**config.mk**
```make
export PLATFORM = sky130hd
export DESIGN_NAME = sdram_port_arbiter
export DESIGN_NICKNAME = d
export VERILOG_FILES = /design/src/rtl/sdram_port_arbiter.sv
export SDC_FILE = /design/constraint.sdc
export NUM_CORES = 1
export LEC_CHECK = 0
export CORE_AREA = 8 8 348 350
export DETAILED_ROUTE_END_ITERATION = 8
export DIE_AREA = 0 0 356 358
export PLACE_DENSITY = 0.4
export SLEW_MARGIN = 20
export SYNTH_ARGS = -nofsm -noshare
export SYNTH_HDL_FRONTEND = slang
export SYNTH_SLANG_ARGS = --single-unit
export TNS_END_PERCENT = 20
```
**constraint.sdc**
```tcl
create_clock -name iclk -period 3.1 [get_ports iclk]
set_input_delay 0.465 -clock iclk [delete_from_list [all_inputs] [get_ports iclk]]
set_output_delay 0.465 -clock iclk [all_outputs]
set_load 0.02 [all_outputs]
```
**src/rtl/sdram_port_arbiter.sv**
```systemverilog
// rtl/sdram_port_arbiter.sv - round-robin arbiter sharing one SDRAM controller port among NUM_PORTS line clients
// Optional: define SDRAM_ARB_PORT0_PRIORITY_EN to give port 0 (display) strict priority.
module sdram_port_arbiter #(
    parameter int NUM_PORTS = 3,
    parameter int AW        = 25,
    parameter int DW        = 128
) (
    input  logic                    iclk,
    input  logic                    ireset,
    input  logic [NUM_PORTS-1:0]    ireq,
    input  logic [NUM_PORTS-1:0]    iwe,
    input  logic [NUM_PORTS*AW-1:0] iaddr,
    input  logic [NUM_PORTS*DW-1:0] iwdata,
    output logic [NUM_PORTS-1:0]    oack,
    output logic [DW-1:0]           ordata,
    output logic [NUM_PORTS-1:0]    ogrant,
    output logic                    obusy,
    output logic                    owrite_req,
    output logic [AW-1:0]           owrite_address,
    output logic [DW-1:0]           owrite_data,
    input  logic                    iwrite_ack,
    output logic                    oread_req,
    output logic [AW-1:0]           oread_address,
    input  logic [DW-1:0]           iread_data,
    input  logic                    iread_ack
);

    localparam int IW = (NUM_PORTS > 1) ? $clog2(NUM_PORTS) : 1;

`ifdef SDRAM_ARB_PORT0_PRIORITY_EN
    localparam bit PORT0_PRIO = 1'b1;
`else
    localparam bit PORT0_PRIO = 1'b0;
`endif

    typedef enum logic [1:0] {
        S_IDLE = 2'd0,
        S_REQ  = 2'd1,
        S_DONE = 2'd2
    } state_t;

    state_t                 state;
    state_t                 state_nxt;
    logic [IW-1:0]          last;
    logic [IW-1:0]          win;
    logic                   we_l;
    logic [IW-1:0]          pick;
    logic                   pick_valid;
    logic                   pick_prio;
    logic                   mem_ack;
    logic [NUM_PORTS-1:0]   pick_onehot;
    logic [NUM_PORTS-1:0]   win_onehot;
    int                     pick_base_a;
    int                     pick_base_d;

    // Search starts one past the last winner so every port is reached within NUM_PORTS-1 grants.
    always_comb begin
        int j;
        j          = 0;
        pick       = '0;
        pick_valid = 1'b0;
        pick_prio  = 1'b0;
        if (PORT0_PRIO && ireq[0]) begin
            pick_valid = 1'b1;
            pick_prio  = 1'b1;
        end else begin
            for (int i = 1; i <= NUM_PORTS; i++) begin
                j = int'(last) + i;
                if (j >= NUM_PORTS) begin
                    j = j - NUM_PORTS;
                end
                if (!pick_valid && ireq[IW'(j)]) begin
                    pick       = IW'(j);
                    pick_valid = 1'b1;
                end
            end
        end
    end

    assign pick_onehot = {{(NUM_PORTS-1){1'b0}}, 1'b1} << pick;
    assign win_onehot  = {{(NUM_PORTS-1){1'b0}}, 1'b1} << win;
    assign pick_base_a = int'(pick) * AW;
    assign pick_base_d = int'(pick) * DW;
    assign mem_ack     = we_l ? iwrite_ack : iread_ack;
    assign obusy       = (state != S_IDLE);

    always_ff @(posedge iclk) begin
        if (ireset) begin
            state <= S_IDLE;
        end else begin
            state <= state_nxt;
        end
    end

    always_comb begin
        state_nxt = state;
        case (state)
            S_IDLE: begin
                if (pick_valid) begin
                    state_nxt = S_REQ;
                end
            end
            S_REQ: begin
                if (mem_ack) begin
                    state_nxt = S_DONE;
                end
            end
            S_DONE: begin
                state_nxt = S_IDLE;
            end
            default: begin
                state_nxt = S_IDLE;
            end
        endcase
    end

    // Request strobes are registered and drop at the ack edge so the controller never re-issues.
    always_ff @(posedge iclk) begin
        if (ireset) begin
            last           <= IW'(NUM_PORTS - 1);
            win            <= '0;
            we_l           <= 1'b0;
            oack           <= '0;
            ogrant         <= '0;
            ordata         <= '0;
            owrite_req     <= 1'b0;
            owrite_address <= '0;
            owrite_data    <= '0;
            oread_req      <= 1'b0;
            oread_address  <= '0;
        end else begin
            case (state)
                S_IDLE: begin
                    oack <= '0;
                    if (pick_valid) begin
                        win    <= pick;
                        we_l   <= iwe[pick];
                        ogrant <= pick_onehot;
                        if (!pick_prio) begin
                            last <= pick;
                        end
                        if (iwe[pick]) begin
                            owrite_req     <= 1'b1;
                            owrite_address <= iaddr[pick_base_a +: AW];
                            owrite_data    <= iwdata[pick_base_d +: DW];
                        end else begin
                            oread_req     <= 1'b1;
                            oread_address <= iaddr[pick_base_a +: AW];
                        end
                    end
                end
                S_REQ: begin
                    if (mem_ack) begin
                        owrite_req <= 1'b0;
                        oread_req  <= 1'b0;
                        oack       <= win_onehot;
                        if (!we_l) begin
                            ordata <= iread_data;
                        end
                    end
                end
                S_DONE: begin
                    oack   <= '0;
                    ogrant <= '0;
                end
                default: begin
                    oack       <= '0;
                    ogrant     <= '0;
                    owrite_req <= 1'b0;
                    oread_req  <= 1'b0;
                end
            endcase
        end
    end

endmodule

```
# Word-level counts from Yosys, hierarchy flattened

Cells that the tools add are included.

Register bits after elaboration: 321
Bits of input ports: 597
Logic and storage cells: 88

$add $sub $neg: 6
Multipliers: 1
$lt $le $gt $ge: 7
Equality and inequality tests: 6
Shift operators: 4
Multiplexer cells: 33
Bitwise gates (word level): 4
Reduce and logical (&&, ||, !) cells: 15

Operator list:

| operator                                                          | number |
|---|---|
| variable part select 384 x 10 -> 128 bit                          | 1 |
| variable part select 75 x 8 -> 25 bit                             | 1 |
| 2-to-1 mux 1 bit                                                  | 16 |
| 2-to-1 mux 2 bit                                                  | 8 |
| < comparator 2 x 4 -> 1 bit, second input constant                | 3 |
| greater-or-equal comparator 3 x 2 -> 1 bit, second input constant | 3 |
| AND reduction 3 bit                                               | 3 |
| binary-select mux 1 bit (select 2 bit)                            | 4 |
| != test 2 bit, second input constant                              | 4 |
| AND reduction 4 bit                                               | 2 |
| multiplier 2 x 5 -> 7 bit, second input constant                  | 1 |
| adder 2 x 2 -> 3 bit, second input constant                       | 2 |
| case mux 1 bit (3 select lines)                                   | 2 |
| case mux 3 bit (2 select lines)                                   | 1 |
| AND reduction 2 bit                                               | 3 |
| left shift 1 x 2 -> 3 bit, first input constant                   | 2 |
| subtractor 2 bit, second input constant                           | 3 |
| NOT 1 bit                                                         | 4 |
| case mux 2 bit (2 select lines)                                   | 1 |
| adder 2 x 1 -> 3 bit, second input constant                       | 1 |
| < comparator 2 x 3 -> 1 bit, second input constant                | 1 |
| 2-to-1 mux 3 bit                                                  | 1 |
| == test 2 x 1 -> 1 bit, second input constant                     | 1 |
| == test 2 bit, second input constant                              | 1 |
| 5 further kinds                                                   | 7 |

# Depth between registers and ports, before layout

Gate-level depths: netlist of run 1.

Depth in word-level cells: 18
Mapped depth: 14

# Least setup slack after synthesis of run 1

Ideal clock, no wire load.

Path type: flip-flop to flip-flop
From: register last[0]
To: register owrite_data[126]
Setup time: 0.070 ns
Arrival: 2.643 ns
Data required time: 3.030 ns
Setup slack: 0.387 ns
Stages on the path, launching flop included: 14
Cells stage by stage: dfxtp_1 -> buf_2 -> inv_1 -> ha_1 -> buf_6 -> nand3_1 -> o21a_1 -> nand2_1 -> o21ai_1 -> buf_2 -> buf_1 -> nand2_1 -> a311o_1 -> a21oi_1

Cells in the longest elaborated chain, start to end: 16
Elaborated cells between the ends (all ways): 35
Those cells by class: 6 x add/sub; 3 x order compare; 1 x shift; 20 x mux; 5 x reduce/logical

Ends and longest elaborated chain:

| what                                                          | line | source |
|---|---|---|
| from (decl)                                                   | 44   | `logic [IW-1:0] last;` |
| from (signal assigned)                                        | 120  | `last <= IW'(NUM_PORTS - 1);` |
| from (signal assigned)                                        | 140  | `last <= pick;` |
| branches (longest 16 deep; another with adder 2 x 1 -> 3 bit) | n/a  |  |
| to (signal assigned)                                          | 145  | `owrite_data <= iwdata[pick_base_d +: DW];` |
| to (decl)                                                     | 20   | `output logic [DW-1:0] owrite_data,` |

Parallel ways; which one is timed is not known. The select of a mux whose other input is x is not followed.
A chain may end at the register's enable or synchronous reset.

# Worst setup path in the final report of run 1

From: register last[0]
To: register owrite_data[8]

Same word-level chain as after synthesis.

==> key figures, run 1 <==
Status
  • Status: complete, no violations

CTS
  • CTS tree: built
  • CTS Buf Count: 45
  • H-tree levels: 2
  • Root Buffer: clkbuf_16
  • Clk buf depth: 3
  • Reg clk slew, reported paths: 0.06 ns
  • Post CTS Setup Buffer Count: 0
  • Num Clock Sinks: 320
  • Clk_lat worst skew: 0.61 ns

Finish
  • Most common cell after layout, fill and taps aside: clkdlybuf4s50_1
  • Area of the multi-input gates: 7420 um^2
  • Commonest non-fill, non-tap cells in the layout: clkdlybuf4s50_1, nand2_1, dfxtp_1, a21oi_1, nor2_1
  • Post-Route Utilization: 23.9%
  • Synth-to-Final Area Change: 88.7%
  • Register area: 6410 um^2
  • Fin area: 27500 um^2
  • Final net count: 3452
  • Share of cells above drive strength 1: 6.35%
  • Fillers: 12800

Timing
  • Final min period: 2.92 ns
  • Worst-Margin Slew: 0.902 ns
  • Tcrit/Tclk final: 94.2%
  • Slew Limit Fails: 0
  • Unrepaired setup endpoints after global routing: false
  • Worst clock skew: 0.0190 ns
  • Rel. slew slack: 39.8%
  • Final setup viols: 0
  • Setup TNS: 0 ns
  • Fmax: 342 MHz
  • Hold Fails Final Rpt: 0

Place
  • Placed Area: 26000 um^2
  • Post-DP HPWL: 75.8 mm
  • GP Congestion: 0.859
  • Number of port buffers: 911

Floorplanning
  • Die area: 127000 um^2
  • Initial Util: 12.6%
  • FP Rows: 125
  • Num ports: 912
  • Core area: 115000 um^2
  • Die span in x: 356 um
  • Die height: 358 um

Flow run
  • Max-cap viol count: 0

Power
  • Pwr Density: 1010 nW/um^2
  • Leakage: 9.70 nW
  • Maximum vdd drop: 0.742 mV

Critical path
  • Critical Path RT: 3.54 ns
  • Arrival time worst endpoint: 3.36 ns
  • Crit-path max FO: 22
  • Setup crit start kind: flop
  • Worst setup EP type: flop
  • Setup CP Type: flop to flop

Min path
  • Worst min path class: input port to flop

Routing
  • Routed wire length: 95.9 mm
  • DR WL/cell: 21.7 um
  • DRT antenna net count: 0
  • DRC Markers: 0
  • DR pass1 iterations: 5
  • DR vias: 17700
  • Vias/cell: 4.00
  • Iter 0 DRT Violations: 1112

Synth
  • Post-synthesis cell count: 1965
  • Area leader, netlist: dfxtp_1
  • Register area share after synthesis: 43.9%
  • Synth Register Bits: 320
  • Yosys warnings: 0
  • Post-synth net total: 2566
  • Top cells by area, synth: dfxtp_1, nand2_1, a21oi_1, a311o_1, o211ai_1
  • Synthesized area: 14600 um^2
  • Synth unique cells: 40
  • Synthesized area per cell: 7.43 um^2
  • Top cell type's share of synthesized area: 43.9%

Global route
  • GRT Resource Usage Total: 14.0%
  • Total grt overflow: 0
  • First-pass GRT wire length: 133 mm
  • Largest net degree at the start of global routing: 132
  • Vias in the first global route: 18000
  • Initial antenna violation count: 23
routing by layer:
layer  part of all wire, %  vias to the layer above  track usage, %
met5                  0.14                        -               0
met1                    41                     8352            16.9
met4                   2.0                       20            3.20
met3                   9.3                      112            5.54
li1                      -                     8531               -
met2                    47                      677            23.5
layout make-up:
type / count / area share, %
Clock buffer: 68 / 4.73
Clock inverter: 11 / 0.582
Timing Repair Buffer: 1016 / 37.0
Inverter: 30 / 0.409
Tap cell: 1524 / 6.92
Multi-Input combinational cell: 1438 / 27.0
Antenna cell: 12 / 0.109
Sequential cell: 320 / 23.3
final timing paths:
check,cells past startpoint,to,start,slack [ns]
setup / recovery,11,owrite_data[8],last[0],0.18
hold / removal,2,ordata[124],ireset,0.24
setup reg to reg,11,owrite_data[8],last[0],0.18
hold reg to reg,2,owrite_data[46],owrite_data[46],0.45
per-stage QoR:
stage | setup slack (ns) | cells | total power, mW | hold slack, ns
floorplan | 0.387 | 1965 | 14.8 | 0.459
global placement | 0.0401 | 4328 | 23.0 | 0.441
detailed placement | 0.0169 | 4328 | 23.0 | 0.445
CTS | 0.0403 | 4407 | 28.4 | 0.179
global route | 0.00589 | 4411 | 29.8 | 0.201
finish | 0.178 | 4419 | 27.9 | 0.235
cell usage after synthesis:
master / n
a21o_1: 2
a21oi_1: 292
a21oi_2: 1
a21oi_4: 1
a311o_1: 128
a31oi_1: 2
a32oi_1: 1
and2_1: 4
and3_1: 1
buf_1: 7
buf_2: 30
buf_4: 4
buf_6: 3
clkbuf_1: 133
clkinv_1: 1
dfxtp_1: 320
ha_1: 4
inv_1: 29
mux2_2: 1
mux2i_1: 29
nand2_1: 699
nand2b_1: 2
nand3_1: 2
nand3b_1: 1
nand4bb_1: 1
nor2_1: 136
nor3_1: 5
nor3b_1: 2
nor3b_2: 1
nor4bb_1: 1
o211ai_1: 101
o21a_1: 8
o21ai_0: 3
o21ai_1: 3
o21bai_1: 1
o221a_1: 1
o221ai_2: 1
o31a_1: 2
o31ai_1: 1
or2_2: 1
logic make-up after synthesis:
group                    Yosys count  synth area share, %
adder cells (fa/ha/maj)            4                0.343
multiplexers                      30                 2.07
flip-flops                       320                 43.9
buffers and inverters            207                 5.84
AO/OA/AOI/OAI                    548                 25.4
AND/OR/NAND/NOR                  856                 22.4
timing repair:
item / CTS / global route
hold buffers: 0 / 0
resized for setup: 0 / 2
endpoints found under the setup margin: 0 / 157
state kept, by name, indices dropped and copies added (netlist names):
register,cells
we_l,1
oack,3
ogrant,3
last,2
oread_address,25
owrite_req,1
ordata,128
state,2
win,1
owrite_address,25
oread_req,1
owrite_data,128
power by group:
| group | total [mW] | internal (mW) | switching (mW) | leakage (nW) |
|---|---|---|---|---|
| logic | 16.6 | 6.89 | 9.76 | 6.37 |
| registers | 6.02 | 5.31 | 0.703 | 2.61 |
| clock network | 5.28 | 3.14 | 2.14 | 0.716 |
critical path, stage by stage, from the launching register on:
cell     delay [ns]
dfxtp_1        0.32
buf_4          0.18
ha_1           0.34
o21ai_1        0.12
o21a_1         0.20
o21ai_1        0.29
a21oi_1        0.19
o31ai_4        0.32
buf_12         0.24
buf_4          0.26
a311o_1        0.15
a21oi_1        0.07
No activity file was read; power rests on OpenSTA's default activity.
==> inputs of run 2 (changes only) <==
- ABC_AREA: unset -> 1
- ABC_CLOCK_PERIOD_IN_PS: unset -> 3100
- CAP_MARGIN: unset -> 20
- CORE_AREA: 8 8 348 350 -> 8 8 352 354
- DIE_AREA: 0 0 356 358 -> 0 0 360 362
- PLACE_DENSITY: 0.4 -> 0.41
==> run 2 against run 1 <==
- cell count is 13% higher
- combinational power rose by 49%
- global-route usage increased by 0.16 points
- worst hold slack better by 0.23 ns
- clock power shrank 4.7%
- synthesized area is 7.9% higher
- non-clock buffer count grew 29
- clock-buffer cell count down 9
- via count rose by 8.0%
- sequential share of layout area is 1.0 points lower
- core utilization up 0.42 points
- fmax fell by 0.54%
- largest cell class unchanged
- largest power group unchanged
==> key figures, run 2 <==
Status
  • Status: complete, no violations

Routing
  • DR WL/cell: 19.8 um (-8.7%)
  • DR WL met3: 8.00 mm (-10%)
  • DR pass1 iterations: 5 (unchanged)
  • Iter 0 DRT Violations: 1049 (-5.7%)
  • Vias/cell: 3.82 (-4.6%)
  • DR vias: 19100 (+8.0%)
  • Routed wl met2: 48.2 mm (+6.2%)
  • Wire length on met1: 39.1 mm (-1.1%)
  • Routed wire length: 99.2 mm (+3.4%)
  • DRT antenna net count: 0 (unchanged)
  • DRC Markers: 0 (unchanged)
  • Highest metal used: met5

Synth
  • Synth async-reset ratio: 0% (unchanged)
  • Top cell type's share of synthesized area: 40.7% (-3.2 points)
  • Post-synthesis cell count: 2516 (+28%)
  • Top cells by area, synth: dfxtp_1, nor2_1, nand2_1, o21ai_0, a21oi_1
  • Most frequent cell after synthesis: nor2_1
  • Synth unique cells: 29 (-28%)
  • Synth Register Bits: 320 (unchanged)
  • Synthesized area per cell: 6.26 um^2 (-16%)
  • Number of enable flip-flop cells after synthesis: 0 (unchanged)
  • Yosys warnings: 0 (unchanged)
  • Synthesized area: 15800 um^2 (+7.9%)
  • Register area share after synthesis: 40.7% (-3.2 points)
  • Synth top cells by count: nor2_1, nand2_1, o21ai_0, dfxtp_1, inv_1
  • Top_reg_cell synth: dfxtp_1
  • Post-synth net total: 3117 (+21%)
  • Area leader, netlist: dfxtp_1

Global route
  • Vias in the first global route: 19300 (+6.8%)
  • First-pass GRT wire length: 138 mm (+3.8%)
  • Largest net degree at the start of global routing: 78 (-41%)
  • GRT Resource Usage Total: 14.2% (+0.16 points)
  • Total grt overflow: 0 (unchanged)
  • Initial antenna violation count: 12 (-48%)

Critical path
  • Most used cell, CP: nand2_2
  • Critical Path RT: 3.59 ns (+0.05 ns)
  • CP delay by family, top: simple AND/OR/NAND/NOR gates
  • Cell with the largest stage delay on the worst path: a21oi_2
  • CP cell instances: inv_1, ha_2, inv_2, nand2_2, nand3_2, nand2_2, nand2_2, nor2_2, nand2_4, buf_12, a21oi_2, o21ai_1, buf_4, nor2_1, nor2_1
  • Arrival time worst endpoint: 3.43 ns (+0.07 ns)
  • CP Buf/Inv Count: 4 (+1)
  • Setup crit start kind: flop
  • Worst R2R Path Depth: 15 (+4)
  • Setup CP Type: flop to flop
  • Reg2Reg Launch Point: last[1]
  • R2r endpoint: owrite_data[35]
  • Worst setup EP type: flop
  • Crit-path max FO: 42 (+91%)
  • Register-to-Register Setup Slack: 0.16 ns (-0.02 ns)
  • Critical Path Stages: 15 (+4)
  • Worst path max stage delay: 0.50 ns (+0.16 ns)

CTS
  • Clk_lat worst skew: 0.60 ns (about the same)
  • Hold-fix buffers at CTS: 0 (unchanged)
  • Num Clock Sinks: 320 (unchanged)
  • Root Buffer: clkbuf_16
  • Reg clk slew, reported paths: 0.06 ns (about the same)
  • H-tree levels: 2 (unchanged)
  • CTS Buf Count: 43 (-4.4%)
  • Clk buf depth: 3 (unchanged)
  • CTS tree: built

Timing
  • Unrepaired setup endpoints after global routing: true
  • Tcrit/Tclk final: 94.8% (+0.51 points)
  • Slew Limit Fails: 0 (unchanged)
  • Setup TNS: 0 ns (unchanged)
  • Fmax: 340 MHz (-0.54%)
  • Final min period: 2.94 ns (+0.0159 ns)
  • Hold Fails Final Rpt: 0 (unchanged)
  • Hold WS: 0.468 ns (+0.233 ns)
  • Final setup viols: 0 (unchanged)
  • Worst-Margin Slew: 0.551 ns (-0.352 ns)
  • Rel. slew slack: 63.3% (+23 points)
  • Worst clock skew: 0.0258 ns (+0.00686 ns)

Floorplanning
  • Die span in x: 360 um (+1.1%)
  • Initial Util: 13.3% (+0.62 points)
  • Core area: 119000 um^2 (+2.8%)
  • Num ports: 912 (unchanged)
  • Die height: 362 um (+1.1%)
  • Die area: 130000 um^2 (+2.3%)
  • FP Rows: 127 (+1.6%)

Finish
  • Synth-to-Final Area Change: 83.0%
  • Register area: 6410 um^2 (unchanged)
  • Area of the multi-input gates: 7780 um^2 (+4.8%)
  • Fillers: 13300 (+3.4%)
  • Commonest non-fill, non-tap cells in the layout: clkdlybuf4s50_1, nor2_1, nand2_1, o21ai_0, dfxtp_1
  • Most common cell after layout, fill and taps aside: clkdlybuf4s50_1
  • Largest regs: ordata: 128 flops, owrite_data: 128 flops
  • Fin area: 28800 um^2 (+4.7%)
  • Share of cells above drive strength 1: 6.90% (+0.55 points)
  • Final net count: 4021 (+16%)

Power
  • Maximum vdd drop: 0.994 mV (+34%)
  • Leakage: 11.7 nW (+21%)
  • Pwr Density: 1250 nW/um^2 (+23%)

Place
  • GP Congestion: 0.827 (-3.7%)
  • Placed Area: 27300 um^2 (+4.9%)
  • Post-DP HPWL: 78.6 mm (+3.7%)
  • Number of port buffers: 911 (unchanged)

Min path
  • Worst min path class: flop to flop
  • WHS Endpoint: ogrant[1]
  • Hold path cells: 2 (unchanged)
  • Hold path start: ogrant[1]

Flow run
  • Max-cap viol count: 0 (unchanged)
## run 2: logic make-up after synthesis
family                     synth area share (%)
AOI/OAI and AO/OA                          19.5
adders and majority gates                 0.318
buffers and inverters                      10.6
DFF                                        40.7
and+or+nand+nor                            29.0
## run 2: layout make-up
class                   instances  area share [%]
repair buffers               1045            36.4
multi-input cells            1804            27.0
flip-flops and latches        320            22.2
well taps                    1548            6.72
clock buffers                  59            4.36
inverters                     206            2.73
clock inverters                15           0.516
diodes                          6          0.0521
## run 2: what timing repair did
action                                  in CTS  in global routing
gates cloned                                 0                  1
resized for setup                            8                 17
buffers inserted                             0                  0
endpoints found under the setup margin       3                125
## run 2: worst max-delay path by stage
stage                  from               end
global route        last[1]  owrite_data[122]
finish              last[1]   owrite_data[35]
floorplan           last[0]   owrite_data[10]
CTS                 last[1]  owrite_data[123]
detailed placement  ireq[1]   owrite_data[57]
global placement    ireq[1]   owrite_data[57]
## run 2: worst reg2reg max path: stages (launching register included)
cell and delay [ns]:
dfxtp_1 0.35, inv_1 0.09, ha_2 0.46, inv_2 0.10, nand2_2 0.07, nand3_2 0.08, nand2_2 0.09, nand2_2 0.08
nor2_2 0.17, nand2_4 0.13, buf_12 0.19, a21oi_2 0.58, o21ai_1 0.14, buf_4 0.16, nor2_1 0.09, nor2_1 0.05
## run 2: stage by stage
stage / instances / setup slack, ns / util (%) / power [mW]
CTS: 4996 / 0.00986 / 24.2 / 36.4
detailed placement: 4922 / -0.970 / 23.0 / 30.9
finish: 5003 / 0.163 / 24.3 / 35.9
global placement: 4922 / -0.991 / 23.0 / 31.0
floorplan: 2516 / 0.557 / - / 19.6
global route: 5001 / -0.0109 / 24.3 / 39.1
## run 2: report_power, final
group	internal, mW	total [mW]	leakage [nW]	switching (mW)
Sequential	5.43	6.11	2.63	0.686
Combinational	9.33	24.7	8.37	15.4
Clock	2.92	5.03	0.694	2.11
Total	17.7	35.9	11.7	18.2
## run 2: metal layers
metal  vias to the layer above  track usage (%)
met5                         -                0
li1                       9687                -
met3                       136             5.21
met4                         8             5.56
met1                      8645             15.7
met2                       635             24.8
==> inputs of run 3 (changes only) <==
- CORE_AREA: 8 8 352 354 -> 10 10 344 346
- CTS_BUF_LIST: unset -> sky130_fd_sc_hd__clkbuf_16
- DIE_AREA: 0 0 360 362 -> 0 0 354 356
- PLACE_DENSITY: 0.41 -> 0.42
==> run 3 against run 2 <==
- clock-buffer cell count shrank 12
- sequential power grew 0.8%
- worst setup slack lost 0.0086 ns
- critical endpoint is now owrite_data[58]
- critical path depth grew 3
- wire length shrank 0.18%
==> key figures, run 3 (same netlist as run 2, synthesis figures left out) <==
Status
  • Status: complete, no violations

Critical path
  • Register-to-Register Setup Slack: 0.15 ns (about the same)
  • Worst setup EP type: flop
  • Worst path max stage delay: 0.52 ns (+0.02 ns)
  • Setup crit start kind: flop
  • Crit-path max FO: 8 (-81%)
  • Critical Path RT: 3.58 ns (about the same)
  • R2r endpoint: owrite_data[58]
  • Arrival time worst endpoint: 3.43 ns (about the same)
  • Setup CP Type: flop to flop
  • Cell with the largest stage delay on the worst path: o21ai_0
  • Worst R2R Path Depth: 18 (+3)
  • CP cell instances: inv_1, buf_4, ha_2, inv_1, nand2_1, nand3_1, nand2_1, nand2_2, inv_2, nand2_2, nand2_8, nand2_4, buf_12, o21ai_0, o21ai_0, buf_4, nor2_1, nor2_1
  • Reg2Reg Launch Point: last[0]

Finish
  • Fin area: 28700 um^2 (-0.45%)
  • Post-Route Utilization: 25.7% (+1.4 points)
  • Fillers: 12400 (-6.2%)
  • Register area: 6410 um^2 (unchanged)
  • Largest regs: ordata: 128 flops, owrite_data: 128 flops
  • Post-route insts no fill: 4951 (-1.0%)
  • Most common cell after layout, fill and taps aside: clkdlybuf4s50_1
  • Commonest non-fill, non-tap cells in the layout: clkdlybuf4s50_1, nor2_1, nand2_1, o21ai_0, dfxtp_1
  • Final net count: 4010 (-0.27%)
  • Synth-to-Final Area Change: 82.2%
  • Area of the multi-input gates: 7770 um^2 (about the same)
  • Share of cells above drive strength 1: 6.39% (-0.51 points)

Place
  • Number of port buffers: 911 (unchanged)
  • Post-Place Cells: 4860 (-1.3%)
  • Post-DP HPWL: 79.2 mm (+0.69%)
  • Placed Area: 27200 um^2 (-0.60%)
  • GP Congestion: 0.845 (+2.1%)

Global route
  • Initial antenna violation count: 12 (unchanged)
  • GRT Resource Usage Total: 14.7% (+0.47 points)
  • Vias in the first global route: 19200 (-0.17%)
  • Largest net degree at the start of global routing: 80 (+2.6%)
  • First-pass GRT wire length: 138 mm (-0.32%)
  • Total grt overflow: 0 (unchanged)

CTS
  • CTS Buf Count: 45 (+4.7%)
  • Reg clk slew, reported paths: 0.06 ns (about the same)
  • CTS tree: built
  • Num Clock Sinks: 320 (unchanged)
  • Root Buffer: clkbuf_16
  • H-tree levels: 2 (unchanged)
  • Clk buf depth: 3 (unchanged)
  • Clk_lat worst skew: 0.61 ns (about the same)

Min path
  • Hold path start: ordata[32]
  • Worst min path class: flop to flop
  • Hold path cells: 2 (unchanged)
  • WHS Endpoint: ordata[32]

Timing
  • Worst-Margin Slew: 0.643 ns (+0.0925 ns)
  • Worst clock skew: 0.0232 ns (-0.00259 ns)
  • Final setup viols: 0 (unchanged)
  • Slew Limit Fails: 0 (unchanged)
  • Unrepaired setup endpoints after global routing: false
  • Hold Fails Final Rpt: 0 (unchanged)
  • Fmax: 339 MHz (-0.29%)
  • Rel. slew slack: 56.7% (-6.6 points)
  • Setup TNS: 0 ns (unchanged)
  • Tcrit/Tclk final: 95.0% (+0.28 points)
  • Final min period: 2.95 ns (+0.00865 ns)

Power
  • Pwr Density: 1230 nW/um^2 (-1.0%)
  • Leakage: 11.6 nW (-0.45%)
  • Maximum vdd drop: 0.699 mV (-30%)

Routing
  • DR vias: 19200 (+0.20%)
  • DR WL/cell: 20.0 um (+0.86%)
  • DRT antenna net count: 0 (unchanged)
  • Iter 0 DRT Violations: 1194 (+14%)
  • DR pass1 iterations: 5 (unchanged)
  • DRC Markers: 0 (unchanged)
  • Routed wire length: 99.0 mm (-0.18%)
  • Vias/cell: 3.87 (+1.3%)

Floorplanning
  • Die height: 356 um (-1.7%)
  • Num ports: 912 (unchanged)
  • Initial Util: 14.1% (+0.85 points)
  • Core area: 112000 um^2 (-6.0%)
  • Die span in x: 354 um (-1.7%)
  • Die area: 126000 um^2 (-3.3%)
  • FP Rows: 123 (-3.1%)

Flow run
  • Max-cap viol count: 0 (unchanged)
==> run 3: cell count changes in the layout (fill, tap and decap cells not counted), moves of 4 or more <==
cell,delta
buf_4,-13
clkbuf_1,-4
clkbuf_16,+4
clkbuf_8,-12
clkinv_1,+11
clkinvlp_4,+4
inv_1,+6
o21ai_0,+6
o21ai_1,-6
==> run 3: report_power, final <==
group	internal, mW	switching, mW
clock network	2.98	2.11
registers	5.43	0.729
logic	9.18	15.0
==> run 3: how the worst max path moves through the flow <==
stage                       start          endpoint  slack (ns)  cells after the start
after floorplan           last[0]   owrite_data[10]        0.56                     20
after global placement    ireq[1]  owrite_data[111]       -0.13                     16
after detailed placement  ireq[0]  owrite_data[111]       -0.07                     16
after CTS                 last[1]  owrite_data[119]        0.03                     17
after global routing      last[0]   owrite_data[61]      0.0007                     21
final                     last[0]   owrite_data[58]        0.15                     18
==> run 3: area by class of cell <==
class | count | area share, %
antenna | 8 | 0.0698
clock buffer | 47 | 4.10
clock inverter | 34 | 0.846
inverter | 206 | 2.74
multi-input combinational | 1804 | 27.1
sequential | 320 | 22.3
tap | 1500 | 6.54
timing repair buffer | 1032 | 36.3
==> run 3: metal layers <==
metal,share of wire [%],track usage [%]
met4,2.6,4.58
met5,0.013,0
met3,7.4,4.64
met1,41,17.0
met2,49,25.4
==> run 3: worst max-delay path, delay by kind of cell, from the launching register on <==
| family | cells | cell delay (ns) |
|---|---|---|
| adder cells (fa/ha/maj) | 1 | 0.21 |
| AND/OR/NAND/NOR | 9 | 0.76 |
| flip-flops | 1 | 0.31 |
| AO/OA/AOI/OAI | 2 | 0.76 |
| buffers and inverters | 6 | 0.80 |
==> run 3: repair_timing <==
action	CTS	global route
setup buffers	0	1
gates resized for setup	5	14
hold buffers	0	0
cloned	0	1
pin swaps	0	1
endpoints found under the setup margin	5	154
==> run 3: stage by stage <==
step	setup WS, ns	power (mW)	hold WS (ns)
CTS	0.0313	35.6	0.429
finish	0.154	35.4	0.479
detailed placement	-0.0670	30.2	0.467
global placement	-0.128	30.3	0.458
floorplan	0.557	19.6	0.441
global route	0.000710	38.4	0.458
